`src/rtl/simon_led_pwm_ctrl.sv`:
```
// N-channel RGB LED driver for the Simon board: idle PWM dimming, single-channel hold,
// and a counted flash sequence with busy/done handshake. All LED outputs are registered.
module simon_led_pwm_ctrl #(
    parameter int                  N_LEDS        = 4,
    parameter logic [3*N_LEDS-1:0] COLOR_TABLE   = 12'b011_100_001_010,
    parameter int                  PWM_PERIOD    = 250000,
    parameter int                  DIM_DUTY      = 50000,
    parameter int                  FLASH_ON_CYC  = 12500000,
    parameter int                  FLASH_OFF_CYC = 5000000,
    localparam int                 SW            = $clog2(N_LEDS)
) (
    input  logic                  clk,
    input  logic                  rst,
    input  logic                  idle_dim_en,
    input  logic                  hold,
    input  logic [SW-1:0]         sel,
    input  logic                  flash_start,
    input  logic [3:0]            flash_count,
    input  logic [N_LEDS-1:0]     flash_mask,
    output logic                  busy,
    output logic                  done,
    output logic [3*N_LEDS-1:0]   led_rgb
);

    localparam int PW   = (PWM_PERIOD > 1) ? $clog2(PWM_PERIOD) : 1;
    localparam int TMAX = (FLASH_ON_CYC > FLASH_OFF_CYC) ? FLASH_ON_CYC : FLASH_OFF_CYC;
    localparam int TW   = (TMAX > 1) ? $clog2(TMAX) : 1;

    typedef enum logic [1:0] {
        S_IDLE,
        S_ON,
        S_OFF
    } state_t;

    state_t               state, state_next;
    logic [PW-1:0]        pwm_cnt;
    logic [TW-1:0]        timer;
    logic [3:0]           remaining;
    logic [N_LEDS-1:0]    flash_mask_q;
    logic [3*N_LEDS-1:0]  led_next;
    logic                 dim_on;
    logic                 on_last;
    logic                 off_last;
    logic                 start_ok;

    assign dim_on   = (pwm_cnt < PW'(DIM_DUTY));
    assign on_last  = (timer == TW'(FLASH_ON_CYC - 1));
    assign off_last = (timer == TW'(FLASH_OFF_CYC - 1));
    assign start_ok = flash_start && (flash_count != 4'd0);

    // NOTE: registered state uses non-blocking assignments so every flop samples pre-edge values.
    always_ff @(posedge clk) begin
        if (rst) state <= S_IDLE;
        else     state <= state_next;
    end

    always_comb begin
        // NOTE: default first so every path assigns state_next and no latch is inferred.
        state_next = state;
        case (state)
            S_IDLE:  if (start_ok) state_next = S_ON;
            S_ON:    if (on_last) state_next = S_OFF;
            S_OFF:   if (off_last) state_next = (remaining == 4'd1) ? S_IDLE : S_ON;
            default: state_next = S_IDLE;
        endcase
    end

    // Per-channel colour priority: flash > hold > idle dim > black.
    always_comb begin
        busy     = (state != S_IDLE);
        led_next = '0;
        for (int i = 0; i < N_LEDS; i++) begin
            if (busy && flash_mask_q[i])
                led_next[3*i +: 3] = (state == S_ON) ? COLOR_TABLE[3*i +: 3] : 3'b000;
            else if (hold && (sel == SW'(i)))
                led_next[3*i +: 3] = COLOR_TABLE[3*i +: 3];
            else if (idle_dim_en && dim_on)
                led_next[3*i +: 3] = COLOR_TABLE[3*i +: 3];
        end
    end

    always_ff @(posedge clk) begin
        if (rst) begin
            pwm_cnt      <= '0;
            timer        <= '0;
            remaining    <= '0;
            flash_mask_q <= '0;
            done         <= 1'b0;
            led_rgb      <= '0;
        end else begin
            pwm_cnt <= (pwm_cnt == PW'(PWM_PERIOD - 1)) ? '0 : pwm_cnt + 1'b1;
            led_rgb <= led_next;
            done    <= 1'b0;
            case (state)
                S_IDLE: begin
                    timer <= '0;
                    if (flash_start) begin
                        if (flash_count != 4'd0) begin
                            flash_mask_q <= flash_mask;
                            remaining    <= flash_count;
                        end else begin
                            done <= 1'b1;
                        end
                    end
                end
                S_ON: timer <= on_last ? '0 : timer + 1'b1;
                S_OFF: begin
                    if (off_last) begin
                        timer     <= '0;
                        remaining <= remaining - 4'd1;
                        if (remaining == 4'd1) done <= 1'b1;
                    end else begin
                        timer <= timer + 1'b1;
                    end
                end
                default: timer <= '0;
            endcase
        end
    end

endmodule
```
`config.mk`:
```
export PLATFORM = sky130hd
export DESIGN_NAME = simon_led_pwm_ctrl
export DESIGN_NICKNAME = d
export VERILOG_FILES = /design/src/rtl/simon_led_pwm_ctrl.sv
export SDC_FILE = /design/constraint.sdc
export NUM_CORES = 1
export LEC_CHECK = 0
export ABC_CLOCK_PERIOD_IN_PS = 2300
export CORE_UTILIZATION = 53
export CTS_BUF_LIST = sky130_fd_sc_hd__clkbuf_4 sky130_fd_sc_hd__clkbuf_8
export CTS_CLUSTER_DIAMETER = 50
export DETAILED_ROUTE_END_ITERATION = 10
export GPL_ROUTABILITY_DRIVEN = 1
export HOLD_SLACK_MARGIN = 0.12
export PLACE_DENSITY = 0.78
export SETUP_SLACK_MARGIN = 0.3
export SYNTH_ARGS = -nofsm -noshare
export SYNTH_HDL_FRONTEND = slang
export SYNTH_SLANG_ARGS = --single-unit
```
`constraint.sdc`:
```
create_clock -name clk -period 2.3 [get_ports clk]
set_clock_uncertainty 0.1 [all_clocks]
set_input_delay 0.23 -clock clk [delete_from_list [all_inputs] [get_ports clk]]
set_output_delay 0.23 -clock clk [all_outputs]
set_load 0.005 [all_outputs]
```
==> run_results.csv, run 1 <==
group,metric,value,unit
power,sw_frac_of_total,30.4,%
power,vdd_drop_max,0.502,mV
sta,rsz0062_at_grt,"yes",
status,violations,"setup timing",
detailed_routing,drt_pre_antenna_iters,4,
logic_synthesis,ys_seq_area_share,40.3,%
finish,drive_above_1_share,12.2,%
finish,final_cell_area,3400,um^2
sta,setup_slack,-0.00505,ns
logic_synthesis,async_flop_share,0,%
power,power,2.53,mW
power,pwr-share-clk,33.8,%
status,status,"complete, but fails checks",
sta,drv_slew,0,
finish,diodes,0,
power,p_seq_share,43.0,%
floorplanning,die-area,5630,um^2
sta,setup_viol,1,
grt,grt_pass1_vias,2175,
floorplanning,core_area,5140,um^2
floorplanning,start_util,55.0,%
logic_synthesis,syn_inst,331,
placement,dpl.hpwl,4160,um
critical_path,crit_path_cell_trace,"or4b_4, or4_4, o31ai_4, nand3_2, mux2_4",
grt,grt_usage,22.4,%
logic_synthesis,synth_cell_type_count,48,
sta,max_freq,434,MHz
floorplanning,die_w,75.1,um
critical_path,cp-start-kind,"register",
detailed_routing,viasPerCell,5.32,
sta,hold_viol,0,
placement,dp.cells,431,
critical_path,cpPeakStageDelay,0.56,ns
power,powerDensity,743,nW/um^2
power,p_int,1.76,mW
clocking,postCtsHoldBufs,0,
critical_path,required,2.43,ns
power,leakage,1.23,nW
detailed_routing,num_vias,2379,
critical_path,cp-end-kind,"register",
sta,finalCriticalPeriod,2.31,ns
grt,grt_pass1_wl,9410,um
sta,finalCritPeriodShare,100,%
clocking,root_buffer,"clkbuf_8",
min_path,hp-class,"register to register",
floorplanning,rows,26,
clocking,clk_pin_slew_worst_paths,0.06,ns
clocking,clk_path_buf_depth,2,
placement,placed_area,3210,um^2
critical_path,cp.arrival,2.43,ns
clocking,h-tree-depth,3,
finish,final_core_utilization,66.1,%
detailed_routing,totalWireLength,5770,um
clocking,cts.sinks,57,
placement,place_congestion,0.797,
logic_synthesis,syn-cell-area,2830,um^2
grt,antenna_found_initial,0,
clocking,cts_tree,"done",
clocking,numCtsBuffers,9,
logic_synthesis,synth-edff-count,0,
clocking,insertion_delay,0.35,ns
logic_synthesis,ys.flop_type,"dfxtp_1",
critical_path,path_class,"register to register",
run,maxCapViolations,0,
placement,io_buffers,21,
power,switching_power,0.767,mW
logic_synthesis,synth-seq-cells,57,
logic_synthesis,synth-warning-count,0,
critical_path,slowest_stage,"or4_4",
detailed_routing,wl_per_cell,12.9,um
detailed_routing,initialDrtViolationCount,163,
floorplanning,num_io_pins,29,
power,p_comb_share,23.1,%
finish,area.growth.synth_to_final,20.2,%
grt,overflow,0,
detailed_routing,drc_errors,0,
logic_synthesis,synth.avg_cell_area,8.55,um^2
critical_path,path_max_fanout,3,
floorplanning,die_h,75.1,um
grt,grt_start_max_net_pins,25,
finish,final_nets,395,
finish,stdcell_count,447,
detailed_routing,ant_nets,0,
==> per-layer routing <==
metal	vias to the layer above	GRT usage, %	part of all wire [%]
met3	10	6.83	4.5
met4	0	8.18	1.4
met5	-	0	0
li1	1205	-	-
met2	48	38.6	48
met1	1116	26.1	46
==> worst paths after layout <==
kind                            startpoint          to  slack, ns  cells past startpoint
worst max-delay path             timer[17]    state[0]     -0.005                      5
worst min-delay path            pwm_cnt[0]  pwm_cnt[0]       0.36                      1
worst max register to register   timer[17]    state[0]     -0.005                      5
worst min register to register  pwm_cnt[0]  pwm_cnt[0]       0.36                      1
==> power groups by stage <==
stage	registers, mW	clock network [mW]	logic [mW]
finish	1.09	0.855	0.584
global route	1.09	0.917	0.647
CTS	1.09	0.874	0.577
detailed placement	1.11	0	0.568
global placement	1.11	0	0.546
floorplan	1.10	0	0.385
==> timing repair <==
item                                    4_1_cts  5_1_grt
endpoints found under the setup margin       32       31
pin swaps                                     2        1
cloned                                        0        0
setup buffers                                 0        0
resized for setup                             3        1
==> logic make-up (layout without fill, tap and decap cells) <==
kind of cell | count (synthesis) | in the layout | synth area share, %
fa+ha+maj | 8 | 8 | 3.54
other cells | 1 | 7 | 0.133
buf+inv | 34 | 74 | 5.84
simple gates | 157 | 157 | 27.6
mux | 6 | 6 | 2.17
xor+xnor | 38 | 38 | 11.8
flops | 57 | 57 | 40.3
compound gates | 30 | 30 | 8.62
==> Yosys cell counts (all sizes together), types with 4 or more instances <==
cell / number / share of area [%]
a21oi: 6 / 1.1
a311oi: 5 / 1.5
and3: 5 / 1.1
and4: 6 / 1.9
buf: 11 / 2.8
clkbuf: 4 / 0.53
dfxtp: 57 / 40
ha: 8 / 3.5
inv: 19 / 2.5
mux2i: 5 / 1.8
nand2: 23 / 3.1
nand3: 19 / 3.4
nand4: 6 / 1.3
nor2: 65 / 8.6
nor3: 8 / 1.4
nor3b: 5 / 1.3
xnor2: 21 / 6.5
xor2: 17 / 5.3
==> state kept, by name, summed over array words and instances (netlist names) <==
signal / flops
pwm_cnt: 18
led_rgb: 4
remaining: 4
done: 1
state: 2
timer: 24
flash_mask_q: 4
==> critical path: cells and delay by family, from the launching register on <==
kind            cells  cell delay, ns
flops               1            0.32
compound gates      1            0.24
mux                 1            0.32
simple gates        3            1.22
==> area by class of cell <==
class,instances,area [um^2]
fill,467,1740
multi-input combinational,246,1560
sequential,57,1140
timing repair buffer,39,360
clock buffer,11,151
tap,70,87.6
inverter,19,71.3
clock inverter,5,30.0
==> layout by cell type (no fill, tap or decap), types with 5 or more instances in the layout <==
cell / instances
inv_1: 18
mux2i_1: 5
xnor2_1: 21
conb_1: 7
a21oi_1: 6
nand2_1: 23
clkbuf_8: 11
nand4_1: 6
xor2_1: 17
nor3b_1: 5
a311oi_1: 5
nand3_1: 18
and3_1: 5
clkdlybuf4s50_1: 20
nor3_1: 8
nor2_1: 65
dfxtp_1: 56
ha_1: 7
buf_4: 16
and4_1: 5
==> metrics by stage <==
step	hold WS (ns)	setup TNS, ns	worst slack, ns
global placement	0.338	0	0.0421
detailed placement	0.351	0	0.00348
finish	0.360	-0.00505	-0.00505
floorplan	0.277	0	0.0176
global route	0.403	-1.16	-0.0616
CTS	0.365	-0.0202	-0.00749
No activity file was read; power rests on OpenSTA's default activity.
==> run 2, diff against run 1 <==
--- a/config.mk
+++ b/config.mk
@@ -5,14 +5,13 @@
 export SDC_FILE = /design/constraint.sdc
 export NUM_CORES = 1
 export LEC_CHECK = 0
-export ABC_CLOCK_PERIOD_IN_PS = 2300
-export CORE_UTILIZATION = 53
+export ABC_CLOCK_PERIOD_IN_PS = 3000
+export CORE_UTILIZATION = 60
 export CTS_BUF_LIST = sky130_fd_sc_hd__clkbuf_4 sky130_fd_sc_hd__clkbuf_8
 export CTS_CLUSTER_DIAMETER = 50
 export DETAILED_ROUTE_END_ITERATION = 10
 export GPL_ROUTABILITY_DRIVEN = 1
-export HOLD_SLACK_MARGIN = 0.12
-export PLACE_DENSITY = 0.78
+export PLACE_DENSITY = 0.84
 export SETUP_SLACK_MARGIN = 0.3
 export SYNTH_ARGS = -nofsm -noshare
 export SYNTH_HDL_FRONTEND = slang
==> constraint.sdc (replaced) <==
create_clock -name clk -period 3 [get_ports clk]
set_clock_uncertainty 0.1 [all_clocks]
set_input_delay 0.3 -clock clk [delete_from_list [all_inputs] [get_ports clk]]
set_output_delay 0.3 -clock clk [all_outputs]
set_load 0.005 [all_outputs]
==> run 2 against run 1 <==
  * Worst hold slack gained 0.0080 ns
  * The flow finishes with violations (DRC)
  * Largest power group unchanged
  * Clock-buffer cell count grew 2
  * Register-to-register slack gained 0.59 ns
==> run_results.csv, run 2 (synthesized netlist as in run 1, its figures left out) <==
group,metric,value,unit
status,status,"complete, but fails checks",
status,violations,"DRC",
finish,drive_above_1_share,7.18,%
clocking,root_buffer,"clkbuf_8",
clocking,numCtsBuffers,9,
clocking,cts_setup_buffers,0,
finish,final_common_cell,"nor2_1",
sta,hold_viol,0,
floorplanning,num_io_pins,29,
detailed_routing,wl_per_cell,12.9,um
detailed_routing,initialDrtViolationCount,137,
detailed_routing,num_vias,2279,
floorplanning,start_util,63.7,%
critical_path,crit_buf_inv,1,
sta,finalCritPeriodShare,80.4,%
placement,dpl_worst_slack,0.588,ns
clocking,h-tree-depth,3,
placement,dp.cells,398,
clocking,cts.sinks,57,
detailed_routing,totalWireLength,5340,um
clocking,postCtsHoldBufs,0,
grt,antenna_found_initial,0,
finish,final_nets,380,
sta,setup_viol,0,
critical_path,path_max_fanout,24,
sta,relSlewSlack,63.3,%
clocking,clk_path_buf_depth,2,
placement,place_congestion,0.861,
finish,regMostFlops,"timer",
finish,reg_top3,"timer: 24 flops, pwm_cnt: 18 flops",
floorplanning,die_h,70.7,um
finish,nFillCells,356,
finish,area.growth.synth_to_final,14.1,%
floorplanning,die_w,70.7,um
sta,rsz0062_at_grt,"no",
sta,drv_slew,0,
detailed_routing,drt_pre_antenna_iters,7,
placement,dpl.hpwl,3830,um
grt,grt_start_max_net_pins,25,
clocking,cts_tree,"done",
floorplanning,core_area,4440,um^2
min_path,hp-class,"register to register",
critical_path,slowest_stage,"or4_4",
finish,mostFrequentLayoutCells,"65 x nor2_1, 57 x dfxtp_1, 23 x nand2_1, 21 x xnor2_1, 21 x clkdlybuf4s50_1",
power,leakage,1.14,nW
sta,max_freq,414,MHz
critical_path,path_class,"register to register",
finish,largest_reg_flops,24,
sta,finalCriticalPeriod,2.41,ns
detailed_routing,viasPerCell,5.50,
sta,tightest_slew,0.545,ns
placement,io_buffers,21,
grt,grt_pass1_vias,2171,
sta,finalSetupTns,0,ns
power,vdd_drop_max,0.293,mV
run,maxCapViolations,0,
critical_path,cpPeakStageDelay,0.56,ns
grt,overflow,0,
clocking,insertion_delay,0.34,ns
critical_path,crit_path_cell_trace,"or4_1, or4_4, o31ai_4, a211o_1, buf_4, nor2_1",
sta,setup_slack,0.587,ns
critical_path,cp-end-kind,"register",
critical_path,cp.arrival,2.52,ns
finish,diodes,0,
critical_path,cp-start-kind,"register",
grt,grt_pass1_wl,9300,um
floorplanning,rows,24,
critical_path,crit_family,"simple AND/OR/NAND/NOR gates",
floorplanning,die-area,4990,um^2
clocking,cts_resized,0,
critical_path,required,3.11,ns
power,powerDensity,573,nW/um^2
detailed_routing,ant_nets,0,
grt,grt_usage,24.0,%
detailed_routing,drc_errors,12,
clocking,clk_pin_slew_worst_paths,0.06,ns
finish,stdcell_count,414,
[run 2: cell count changes in the layout (fill, tap and decap cells not counted), sizes merged]
cell / previous run / this run
buf: 18 / 3
clkinvlp: 2 / 1
clkdlybuf4s50: 20 / 21
dlygate4sd2: 1 / 0
clkinv: 3 / 2
clkbuf: 11 / 13
[run 2: worst paths after layout]
kind	from	endpoint	depth (start not counted)	slack, ns
hold / removal	pwm_cnt[0]	pwm_cnt[0]	1	0.37
setup reg to reg	timer[13]	timer[10]	6	0.59
setup / recovery	timer[13]	timer[10]	6	0.59
hold reg to reg	pwm_cnt[0]	pwm_cnt[0]	1	0.37
[run 2: final cells by class]
type	instances	area (um^2)	area share, %
Inverter	19	71.3	2.21
Tap cell	52	65.1	2.02
Multi-Input combinational cell	246	1550	47.9
Clock inverter	3	17.5	0.543
Sequential cell	57	1140	35.4
Clock buffer	13	154	4.77
Timing Repair Buffer	24	233	7.21
[run 2: through the flow]
stage / instance area (um^2) / power [mW] / hold WS (ns) / utilization [%]
final: 3230 / 1.85 / 0.368 / 72.6
after global routing: 3230 / 1.95 / 0.401 / 72.6
after CTS: 3230 / 1.86 / 0.376 / 72.6
after detailed placement: 3060 / 1.23 / 0.361 / 68.8
after global placement: 3060 / 1.22 / 0.341 / 68.8
after floorplan: 2850 / 1.13 / 0.326 / -
[run 2: power breakdown]
| group | internal (mW) | leakage [nW] | total (mW) | switching [mW] |
|---|---|---|---|---|
| clock | 0.334 | 0.0911 | 0.627 | 0.293 |
| sequential | 0.804 | 0.463 | 0.834 | 0.0295 |
| combinational | 0.166 | 0.584 | 0.390 | 0.224 |
[run 2: metal layers]
| layer | wire (um) | global-route usage (%) |
|---|---|---|
| met2 | 2460 | 39.2 |
| met5 | 0 | 0 |
| met1 | 2560 | 29.6 |
| met4 | 110 | 12.0 |
| met3 | 209 | 6.41 |
